[config.mk]
export PLATFORM = sky130hd
export DESIGN_NAME = recir_idle_lanes
export DESIGN_NICKNAME = d
export VERILOG_FILES = /design/src/rtl/recir_idle_lanes.sv
export SDC_FILE = /design/constraint.sdc
export NUM_CORES = 1
export LEC_CHECK = 0
export CAP_MARGIN = 25
export CORE_MARGIN = 1.5
export CORE_UTILIZATION = 30
export CTS_BUF_LIST = sky130_fd_sc_hd__clkbuf_2 sky130_fd_sc_hd__clkbuf_4 sky130_fd_sc_hd__clkbuf_8
export DETAILED_ROUTE_END_ITERATION = 16
export HOLD_SLACK_MARGIN = 0.1
export SETUP_SLACK_MARGIN = 0.15
export SLEW_MARGIN = 20
export SYNTH_ARGS = -nofsm -noshare
export SYNTH_HDL_FRONTEND = slang
export SYNTH_SLANG_ARGS = --single-unit
[constraint.sdc]
create_clock -name clk4f -period 3.24 [get_ports clk4f]
set_input_delay 0.648 -clock clk4f [delete_from_list [all_inputs] [get_ports clk4f]]
set_output_delay 0.648 -clock clk4f [all_outputs]
set_load 0.01 [all_outputs]
[src/rtl/recir_idle_lanes.sv]
// Idle-lane recirculation stage: qualified beats go to the mux path, the rest
// are idle-filtered and queued in an FWFT FIFO for the tester.
module recir_idle_lanes #(
  parameter int               LANES    = 4,
  parameter int               WIDTH    = 8,
  parameter logic [WIDTH-1:0] IDLE_SYM = 8'hBC,
  parameter int               DEPTH    = 4,
  parameter int               QUAL_CYC = 2,
  parameter int               CNT_W    = 8
) (
  input  logic                     clk4f,
  input  logic                     reset,
  input  logic                     valido,
  input  logic [LANES*WIDTH-1:0]   in_data,
  input  logic [LANES-1:0]         valid_in,
  output logic [LANES*WIDTH-1:0]   out_m,
  output logic [LANES-1:0]         valid_outm,
  output logic [LANES*WIDTH-1:0]   out_t,
  output logic [LANES-1:0]         valid_outt,
  output logic                     t_valid,
  input  logic                     t_ready,
  output logic                     fifo_full,
  output logic [1:0]               link_state,
  output logic [CNT_W-1:0]         drop_count,
  output logic [CNT_W-1:0]         idle_count
);

  localparam int AW = $clog2(DEPTH);
  localparam int DW = LANES * WIDTH;
  localparam int EW = LANES + DW;
  localparam int QW = $clog2(QUAL_CYC + 1);

  typedef enum logic [1:0] {
    DOWN = 2'd0,
    QUAL = 2'd1,
    UP   = 2'd2
  } state_t;

  state_t              r_state;
  logic [QW-1:0]       r_qualCnt;
  logic [DW-1:0]       r_outM;
  logic [LANES-1:0]    r_validOutM;
  logic [EW-1:0]       r_mem [DEPTH];
  logic [AW:0]         r_wrPtr;
  logic [AW:0]         r_rdPtr;
  logic [CNT_W-1:0]    r_dropCnt;
  logic [CNT_W-1:0]    r_idleCnt;

  logic [QW-1:0]       w_qualNext;
  logic                w_toMux;
  logic                w_allIdle;
  logic                w_isIdle;
  logic                w_pushReq;
  logic                w_push;
  logic                w_pop;
  logic                w_drop;
  logic                w_empty;
  logic                w_full;
  logic [EW-1:0]       w_head;

  assign w_qualNext = r_qualCnt + QW'(1);
  assign w_toMux    = (r_state == UP) && valido;

  always_ff @(posedge clk4f or negedge reset) begin
    if (!reset) begin
      r_state   <= DOWN;
      r_qualCnt <= '0;
    end else begin
      case (r_state)
        DOWN: begin
          if (valido) begin
            r_state   <= (QUAL_CYC == 1) ? UP : QUAL;
            r_qualCnt <= QW'(1);
          end
        end
        QUAL: begin
          if (!valido) begin
            r_state   <= DOWN;
            r_qualCnt <= '0;
          end else begin
            r_qualCnt <= w_qualNext;
            if (w_qualNext == QW'(QUAL_CYC)) r_state <= UP;
          end
        end
        UP: begin
          if (!valido) begin
            r_state   <= DOWN;
            r_qualCnt <= '0;
          end
        end
        default: begin
          r_state   <= DOWN;
          r_qualCnt <= '0;
        end
      endcase
    end
  end

  always_ff @(posedge clk4f or negedge reset) begin
    if (!reset) begin
      r_outM      <= '0;
      r_validOutM <= '0;
    end else if (w_toMux) begin
      r_outM      <= in_data;
      r_validOutM <= valid_in;
    end else begin
      r_outM      <= '0;
      r_validOutM <= '0;
    end
  end

  // Lanes whose valid bit is low do not disqualify a beat from being idle.
  always_comb begin
    w_allIdle = 1'b1;
    for (int i = 0; i < LANES; i++) begin
      if (valid_in[i] && (in_data[i*WIDTH +: WIDTH] != IDLE_SYM)) w_allIdle = 1'b0;
    end
  end

  assign w_isIdle  = (|valid_in) && w_allIdle;
  assign w_pushReq = !w_toMux && (|valid_in) && !w_allIdle;

  assign w_empty = (r_wrPtr == r_rdPtr);
  assign w_full  = (r_wrPtr[AW] != r_rdPtr[AW]) && (r_wrPtr[AW-1:0] == r_rdPtr[AW-1:0]);
  assign w_pop   = !w_empty && t_ready;
  assign w_push  = w_pushReq && (!w_full || w_pop);
  assign w_drop  = w_pushReq && w_full && !w_pop;
  assign w_head  = r_mem[r_rdPtr[AW-1:0]];

  always_ff @(posedge clk4f) begin
    if (w_push) r_mem[r_wrPtr[AW-1:0]] <= {valid_in, in_data};
  end

  always_ff @(posedge clk4f or negedge reset) begin
    if (!reset) begin
      r_wrPtr <= '0;
      r_rdPtr <= '0;
    end else begin
      if (w_push) r_wrPtr <= r_wrPtr + 1'b1;
      if (w_pop)  r_rdPtr <= r_rdPtr + 1'b1;
    end
  end

  always_ff @(posedge clk4f or negedge reset) begin
    if (!reset) begin
      r_dropCnt <= '0;
      r_idleCnt <= '0;
    end else begin
      if (w_drop && (r_dropCnt != '1)) r_dropCnt <= r_dropCnt + 1'b1;
      if (!w_toMux && w_isIdle && (r_idleCnt != '1)) r_idleCnt <= r_idleCnt + 1'b1;
    end
  end

  assign out_m      = r_outM;
  assign valid_outm = r_validOutM;
  assign out_t      = w_empty ? '0 : w_head[DW-1:0];
  assign valid_outt = w_empty ? '0 : w_head[EW-1 -: LANES];
  assign t_valid    = !w_empty;
  assign fifo_full  = w_full;
  assign link_state = r_state;
  assign drop_count = r_dropCnt;
  assign idle_count = r_idleCnt;

endmodule

# Yosys cells after proc, flatten, opt, wreduce, memory -nomap -nowiden
# Memories as Yosys holds them, arrays and structs flattened.
# Index checks and enable logic that the tools add are counted.
[totals]
reg_bits = 62
inputBits = 40
ram_bits = 144
out_inout_bits = 92
n_memories = 1
wordCells = 72
[memory_table]
columns = ["name", "words", "width", "read_ports", "rd_ports_with_merged_regs", "write_ports", "line_no", "source"]
rows = [
  ["r_mem", 4, 36, 1, 0, 1, "43", "logic [EW-1:0] r_mem [DEPTH];"],
]
[classes]
n_reduce_logical = 26
n_eq_ne = 15
n_addsub = 5
n_mux = 17
[op_table]
columns = ["operator", "n"]
rows = [
  ["32-bit two-way mux", 2],
  ["8-bit inequality test (second input constant)", 6],
  ["8-bit by 1-bit adder with 8-bit output (second input constant)", 2],
  ["1-bit logical AND", 16],
  ["2-bit one-hot mux with 3 select lines", 2],
  ["2-bit two-way mux", 5],
  ["4-bit two-way mux", 2],
  ["3-bit by 1-bit adder with 3-bit output (second input constant)", 2],
  ["1-bit two-way mux", 6],
  ["1-bit logical NOT", 5],
  ["2-bit == test (second input constant)", 2],
  ["2-bit inequality test (second input constant)", 2],
  ["4-bit OR reduction", 1],
  ["3-bit == test", 1],
  ["3-bit inequality test (second input constant)", 1],
  ["3-bit AND reduction", 1],
  ["2-bit by 1-bit adder with 2-bit output (second input constant)", 1],
  ["2-bit by 1-bit == test with 1-bit output (second input constant)", 1],
  ["2-bit == test", 1],
  ["2-bit logical NOT", 1],
  ["2-bit AND reduction", 1],
  ["1-bit logical OR", 1],
  ["1-bit inequality test", 1],
]

# Depth between registers and ports, before layout
# Gate-level depths: netlist (run 1).
[logic_depth]
ltp_word = 11
ltp_mapped = 6
depth_no_buf = 6

# Least setup slack after synthesis (run 1)
# OpenSTA, ideal clock, no wires.
[synth_timing]
kind = "in2reg"
startpoint = "input port valido"
endpoint = "memory r_mem[0][0] (netlist bit), enable pin"
t_arrival_ps = 2270
n_path_buf = 0
path_slack_ps = 573
setup_time_ps = 397
required_ps = 2843
cell_stages = 4
cell_sequence = "and3b_1 -> nor2_2 -> and3_1 -> and2_1"
[synth_between]
elab_chain_len = 7
[synth_rtl]
columns = ["element", "line_no", "source"]
rows = [
  ["start, declared", "13", "input logic valido,"],
  ["1-bit logical AND", "62", "assign w_toMux = (r_state == UP) && valido;"],
  ["1-bit logical NOT", "121", "assign w_pushReq = !w_toMux && (|valid_in) && !w_allIdle;"],
  ["1-bit logical AND (2 in a row)", "121", ""],
  ["1-bit logical AND", "126", "assign w_push = w_pushReq && (!w_full || w_pop);"],
  ["1-bit two-way mux", "131", "if (w_push) r_mem[r_wrPtr[AW-1:0]] <= {valid_in, in_data};"],
  ["1-bit two-way mux (implied by the code)", "131", ""],
  ["end, declared", "43", ""],
]
# No other way between the ends.

# Worst setup path in the final report (run 1)
[layout_timing]
startpoint = "register r_rdPtr[0]"
endpoint = "output port valid_outt[3]"
[layout_between]
elab_chain_len = 2
word_cells_on_any_way = 3
classes_between = "eq/ne: 1; mux: 1; memory: 1"
[layout_rtl]
columns = ["element", "line_no", "source"]
rows = [
  ["start, declared", "45", "logic [AW:0] r_rdPtr;"],
  ["start signal, assigned", "140", "if (w_pop) r_rdPtr <= r_rdPtr + 1'b1;"],
  ["memory 4 x 36 bit / 3-bit == test (equally long branches)", "n/a", ""],
  ["4-bit two-way mux (*)", "157", "assign valid_outt = w_empty ? '0 : w_head[EW-1 -: LANES];"],
  ["end, declared", "19", "output logic [LANES-1:0] valid_outt,"],
]
# Every way passes the cells marked *; elsewhere a longest branch is shown, timed or not.

==> flow_metrics.env, run 1 <==
export IMPL_status="finished with violations"
export IMPL_violations="DRC"
export IMPL_fp_dieArea_sq_um=27790
export IMPL_cts_max_level=2
export IMPL_core_rowCount=59
export IMPL_layout_common_cells="edfxtp_1 (144), clkdlybuf4s50_1 (129), and2_1 (71)"
export IMPL_p_leak_uw=0.003973
export IMPL_drt_iter0_markers=286
export IMPL_drive_gt1_frac=0.2279
export IMPL_yosysTopAreaCell="edfxtp_1"
export IMPL_setup_viol=0
export IMPL_synth_seq_cells=206
export IMPL_n_antenna_cell=0
export IMPL_hold_slack_ns=0.2391
export IMPL_synth_cells=438
export IMPL_synth_warnings=0
export IMPL_fin_crit_sh=0.9536
export IMPL_synth_top_area_frac=0.5378
export IMPL_synthArstFlopShare=0.3010
export IMPL_syn_area_sq_um=8040
export IMPL_cp_end_kind="primary output"
export IMPL_cp_slowest_cell="clkdlybuf4s50_1"
export IMPL_path_max_fanout=15
export IMPL_synth_area_leaders="edfxtp_1 (54%), dfrtp_1 (19%), mux4_2 (10%)"
export IMPL_rrSetupSlack_ns=1.10
export IMPL_fill_cells=2332
export IMPL_clkLatencyLatePin_ns=0.54
export IMPL_drc=9
export IMPL_synth_edf_count=144
export IMPL_synth_nets=486
export IMPL_drt_wirelength_per_cell_um=18.72
export IMPL_grt_max_degree=63
export IMPL_cts_sinks=206
export IMPL_cts_tree="built"
export IMPL_fmax_mhz=323.7
export IMPL_start_util=0.3068
export IMPL_required_ns=2.59
export IMPL_final_util=0.4080
export IMPL_path_buf_inv=2
export IMPL_path_cells="buf_12, mux4_2, and2_1, clkdlybuf4s50_1"
export IMPL_root_buffer="clkbuf_8"
export IMPL_relSlewSlack=0.4042
export IMPL_hold_viol=0
export IMPL_max_slew_worst_pin_slew_ns=0.8938
export IMPL_grt_pass1_wl_um=28500
export IMPL_dp_hpwl_um=11750
export IMPL_ios=132
export IMPL_ant_nets=0
export IMPL_tns_ns=0
export IMPL_layoutNonFillerInstCount=980
export IMPL_antenna_found_initial=1
export IMPL_p_per_area_nw_per_um2=963.2
export IMPL_cts_buffers=37
export IMPL_coreArea_sq_um=26210
export IMPL_vias=4479
export IMPL_reg2regPathDepth=5
export IMPL_cts_clk_slew_worst_paths_ns=0.06
export IMPL_ir_drop_mv=0.4025
export IMPL_place_ws_ns=0.1519
export IMPL_routabilityCongestion=0.7379
export IMPL_postSynthAreaPerCell_sq_um=18.36
export IMPL_r2r_start="r_rdPtr[0]$_DFFE_PN0P_"
export IMPL_startpoint="r_rdPtr[0]$_DFFE_PN0P_"
export IMPL_crit_type="flop to primary output"
export IMPL_dr_pass1_iters=10
export IMPL_hp_class="input port to async pin"
export IMPL_die_x_um=166.7
export IMPL_drv_cap=0
export IMPL_area_growth_pct=32.98
export IMPL_final_common_cell="edfxtp_1"
export IMPL_cp_top_family="buffers and inverters"
export IMPL_r2r_end="r_mem[2][7]$_DFFE_PP_"
export IMPL_timing_final_ws_setup_ns=0.1503
export IMPL_crit_path_start_kind="flop"
export IMPL_cts_hold_buf=0
export IMPL_routed_via_density=4.570
export IMPL_io_buffers=131
export IMPL_cts_buffer_depth=3
export IMPL_skew_ns=0.03142
export IMPL_dp_cells=912
export IMPL_synth_flop_cell="edfxtp_1"
export IMPL_synth_cell_type_count=36
export IMPL_final_nets=666
export IMPL_cp_arrival_ns=2.44
export IMPL_gr_total_overflow=0
export IMPL_grt_setup_unrepaired="yes"
export IMPL_slowest_delay_ns=0.54
export IMPL_die_h_um=166.7
export IMPL_period_needed_ns=3.090
export IMPL_finalMaxSlewViolations=0
export IMPL_wl_um=18340
export IMPL_grt_pass1_vias=5017
export IMPL_gr_usage_all_layers=0.1348
export IMPL_ys_seq_area_frac=0.7308
==> metrics by stage <==
stage,total power [uW],area (sq um)
global placement,7896,9912
global route,10890,10690
finish,10300,10690
CTS,10410,10640
floorplan,5986,8040
detailed placement,7989,9912
==> kinds of logic after synthesis <==
family                     share of synthesized area
AOI/OAI and AO/OA                            0.01385
xor gates and xnor gates                     0.02396
adders and majority gates                    0.01245
buffers and inverters                        0.01229
DFF                                           0.7308
muxes                                         0.1064
and+or+nand+nor                               0.1002
==> sequential cells by signal (all words and copies together) (netlist names) <==
name	cells
r_wrPtr	3
valid_outm	4
r_rdPtr	3
r_mem	144
link_state	2
out_m	32
idle_count	8
r_qualCnt	2
drop_count	8
==> area by class of cell <==
class	instances	area, sq um	share of cell area
sequential	206	5878	0.5498
multi-input combinational	209	2071	0.1937
timing repair buffer	158	1582	0.1479
clock buffer	54	643.1	0.06015
tap	335	419.2	0.03920
clock inverter	12	76.32	0.007139
inverter	6	22.52	0.002106
==> what timing repair did <==
action / in CTS / in global routing
hold endpoints to repair: 0 / 0
gates cloned: 0 / 1
gates resized for setup: 2 / 6
buffers inserted: 0 / 1
setup endpoints to repair: 28 / 35
pin swaps: 0 / 0
==> worst reg2reg max path: stages (launching register included) <==
cell and delay (ns):
dfrtp_2 0.49, xnor2_1 0.26, nand4b_1 0.30, and3_1 0.34
and2_2 0.22, buf_4 0.24
==> synthesized netlist by cell type, types with 2 or more instances <==
master,instances
a21oi_1,3
and2_1,74
and3_1,3
buf_2,4
clkbuf_1,12
dfrtp_1,62
edfxtp_1,144
ha_1,8
inv_1,6
mux2_2,4
mux4_2,36
nand2_1,11
nand3_1,8
nand3b_1,2
nand4_1,5
nand4b_1,6
nor2_1,2
nor3_1,4
nor4_1,4
o21ai_0,2
o41ai_2,3
xnor2_1,11
xor2_1,11
==> metal layers <==
metal	vias to the layer above	track usage	wire [um]
li1	2033	-	-
met1	2264	0.1673	7882
met2	142	0.2198	8697
met3	38	0.04111	1251
met4	2	0.05534	495
met5	-	0	13
==> where the power goes <==
part	internal [uW]	leakage [uW]	switching (uW)
logic	2150	0.00141	1860
registers	3690	0.00217	267
clock network	1290	0.000390	1050
total	7130	0.00397	3170
==> worst max path at each step <==
stage	end	depth (start not counted)
2_1_floorplan	r_mem[0][0]$_DFFE_PP_	4
3_3_place_gp	r_mem[2][20]$_DFFE_PP_	7
3_5_place_dp	r_mem[0][19]$_DFFE_PP_	7
4_1_cts	valid_outt[2]	4
5_1_grt	valid_outt[3]	4
6_report	valid_outt[3]	4
Note: power is estimated with default switching activity, not from simulation.
==> inputs of run 2 (changes only) <==
- CAP_MARGIN: 25 -> 20
- CTS_CLUSTER_DIAMETER: default -> 80
==> results of run 2 <==
Final layout, timing and power as in run 1 (identical DEF).
==> inputs of run 3 (changes only) <==
- CTS_BUF_LIST: sky130_fd_sc_hd__clkbuf_2 sky130_fd_sc_hd__clkbuf_4 sky130_fd_sc_hd__clkbuf_8 -> default
- SKIP_LAST_GASP: default -> 1
==> run 3 against run 2 <==
Effect of this change: the flow still finishes with violations (DRC); sequential power is essentially flat; count of clock-buffer cells in the layout shrank 25; combinational power grew 1%; cell area grew 2.0%; setup slack gained 0.052 ns; critical path type unchanged; critical endpoint unchanged; largest cell class unchanged.
==> flow_metrics.env, run 3 (synthesized netlist as in run 1, its figures left out) <==
export IMPL_status="finished with violations"
export IMPL_violations="DRC"
export IMPL_grt_pass1_vias=4851
export IMPL_layout_common_cells="edfxtp_1 (144), clkdlybuf4s50_1 (119), and2_1 (71)"
export IMPL_start_util=0.3068
export IMPL_setup_viol=0
export IMPL_ios=132
export IMPL_routed_via_density=4.606
export IMPL_tns_ns=0
export IMPL_drive_gt1_frac=0.2010
export IMPL_drt_iter0_markers=268
export IMPL_fp_dieArea_sq_um=27790
export IMPL_wl_um=18470
export IMPL_grt_max_degree=63
export IMPL_cts_hold_buf=0
export IMPL_antenna_found_initial=1
export IMPL_seqPwrFrac=0.362
export IMPL_relSlewSlack=0.3968
export IMPL_fill_cells=2295
export IMPL_largest_register_ffs=144
export IMPL_routabilityCongestion=0.7379
export IMPL_vias=4431
export IMPL_skew_ns=0.01137
export IMPL_grt_setup_unrepaired="yes"
export IMPL_slowest_delay_ns=0.60
export IMPL_cts_tree="built"
export IMPL_area_growth_pct=35.68
export IMPL_grt_met3_usage=0.03921
export IMPL_fin_crit_sh=0.9376
export IMPL_dr_pass1_iters=10
export IMPL_hp_class="input port to async pin"
export IMPL_crit_path_start_kind="flop"
export IMPL_crit_type="flop to primary output"
export IMPL_p_clk_frac=0.266
export IMPL_die_h_um=166.7
export IMPL_ant_nets=0
export IMPL_grt_pass1_wl_um=28510
export IMPL_total_power_uw=10910
export IMPL_fmax_mhz=329.2
export IMPL_cts_buffers=25
export IMPL_cts_sinks=206
export IMPL_coreArea_sq_um=26210
export IMPL_die_x_um=166.7
export IMPL_gr_total_overflow=0
export IMPL_drt_wirelength_per_cell_um=19.20
export IMPL_root_buffer="clkbuf_16"
export IMPL_hold_slack_ns=0.2591
export IMPL_core_rowCount=59
export IMPL_cts_max_level=1
export IMPL_met2_usage=0.2245
export IMPL_cp_end_kind="primary output"
export IMPL_clkLatencyLatePin_ns=0.51
export IMPL_cp_arrival_ns=2.39
export IMPL_path_cells="buf_4, xnor2_2, nand3b_1, buf_12, and2_1, clkdlybuf4s50_1"
export IMPL_netSwitchingFraction=0.2959
export IMPL_dp_hpwl_um=11750
export IMPL_drv_cap=0
export IMPL_met1_usage=0.1696
export IMPL_hold_viol=0
export IMPL_p_per_area_nw_per_um2=999.7
export IMPL_gr_usage_all_layers=0.1332
export IMPL_drc=9
export IMPL_final_util=0.4163
export IMPL_required_ns=2.59
export IMPL_cts_clk_slew_worst_paths_ns=0.06
export IMPL_grt_busiest_layer="met2"
export IMPL_power_switching_uw=3227
export IMPL_n_antenna_cell=0
export IMPL_p_leak_uw=0.004134
export IMPL_cp_slowest_cell="clkdlybuf4s50_1"
export IMPL_ir_drop_mv=0.4381
export IMPL_path_max_fanout=39
export IMPL_period_needed_ns=3.038
export IMPL_power_frac_comb=0.372
export IMPL_p_int_uw=7678
export IMPL_final_nets=656
export IMPL_max_slew_worst_pin_slew_ns=0.9048
export IMPL_final_common_cell="edfxtp_1"
export IMPL_cts_buffer_depth=3
export IMPL_finalMaxSlewViolations=0
export IMPL_io_buffers=131
-- run 3: area by class of cell --
class | instances | area, sq um | area share
Tap cell | 335 | 419.2 | 0.03842
Multi-Input combinational cell | 209 | 2078 | 0.1905
Sequential cell | 206 | 5878 | 0.5388
Clock buffer | 29 | 640.6 | 0.05872
Timing Repair Buffer | 160 | 1647 | 0.1509
Inverter | 6 | 22.52 | 0.002064
Clock inverter | 17 | 224.0 | 0.02053
-- run 3: repair_timing --
item | CTS | global route
pin swaps | 0 | 0
setup buffers | 0 | 2
endpoints found under the hold margin | 0 | 0
gates cloned | 0 | 2
gates resized for setup | 2 | 16
setup endpoints to repair | 15 | 26
-- run 3: worst paths after layout --
check,startpoint,end,slack (ns),cells after the start
worst max-delay path,r_rdPtr[0]$_DFFE_PN0P_,valid_outt[3],0.20,6
worst min register to register,r_rdPtr[2]$_DFFE_PN0P_,r_rdPtr[2]$_DFFE_PN0P_,0.49,1
worst max register to register,r_rdPtr[0]$_DFFE_PN0P_,r_mem[3][22]$_DFFE_PP_,1.06,5
min in group clk4f,r_rdPtr[2]$_DFFE_PN0P_,r_rdPtr[2]$_DFFE_PN0P_,0.49,1
max in group asynchronous,reset,r_rdPtr[0]$_DFFE_PN0P_,2.33,1
worst min-delay path,reset,out_m[29]$_DFF_PN0_,0.26,1
-- run 3: worst max-delay path: cells and delay by family (launching register included) --
family / cells / cell delay (ns)
xor+xnor: 1 / 0.14
buf+inv: 3 / 0.99
flops: 1 / 0.44
simple gates: 2 / 0.30
-- run 3: power groups by stage --
stage / sequential, uW / combinational, uW / clock [uW]
2_1_floorplan: 3950 / 2030 / 0
3_3_place_gp: 3940 / 3950 / 0
3_5_place_dp: 3990 / 4000 / 0
4_1_cts: 3950 / 4040 / 2980
5_1_grt: 4010 / 4380 / 3100
6_report: 3950 / 4050 / 2900
-- run 3: metal layers --
layer	share of wire	up-vias
li1	-	2004
met1	0.43	2272
met2	0.48	127
met3	0.071	26
met4	0.015	2
met5	0.00070	-
-- run 3: stage by stage --
step,setup slack (ns),std cells,cell area [sq um]
floorplan,0.5729,438,8040
global placement,0.1530,912,9912
detailed placement,0.1519,912,9912
CTS,0.1457,958,10780
global route,0.09357,962,10910
finish,0.2022,962,10910
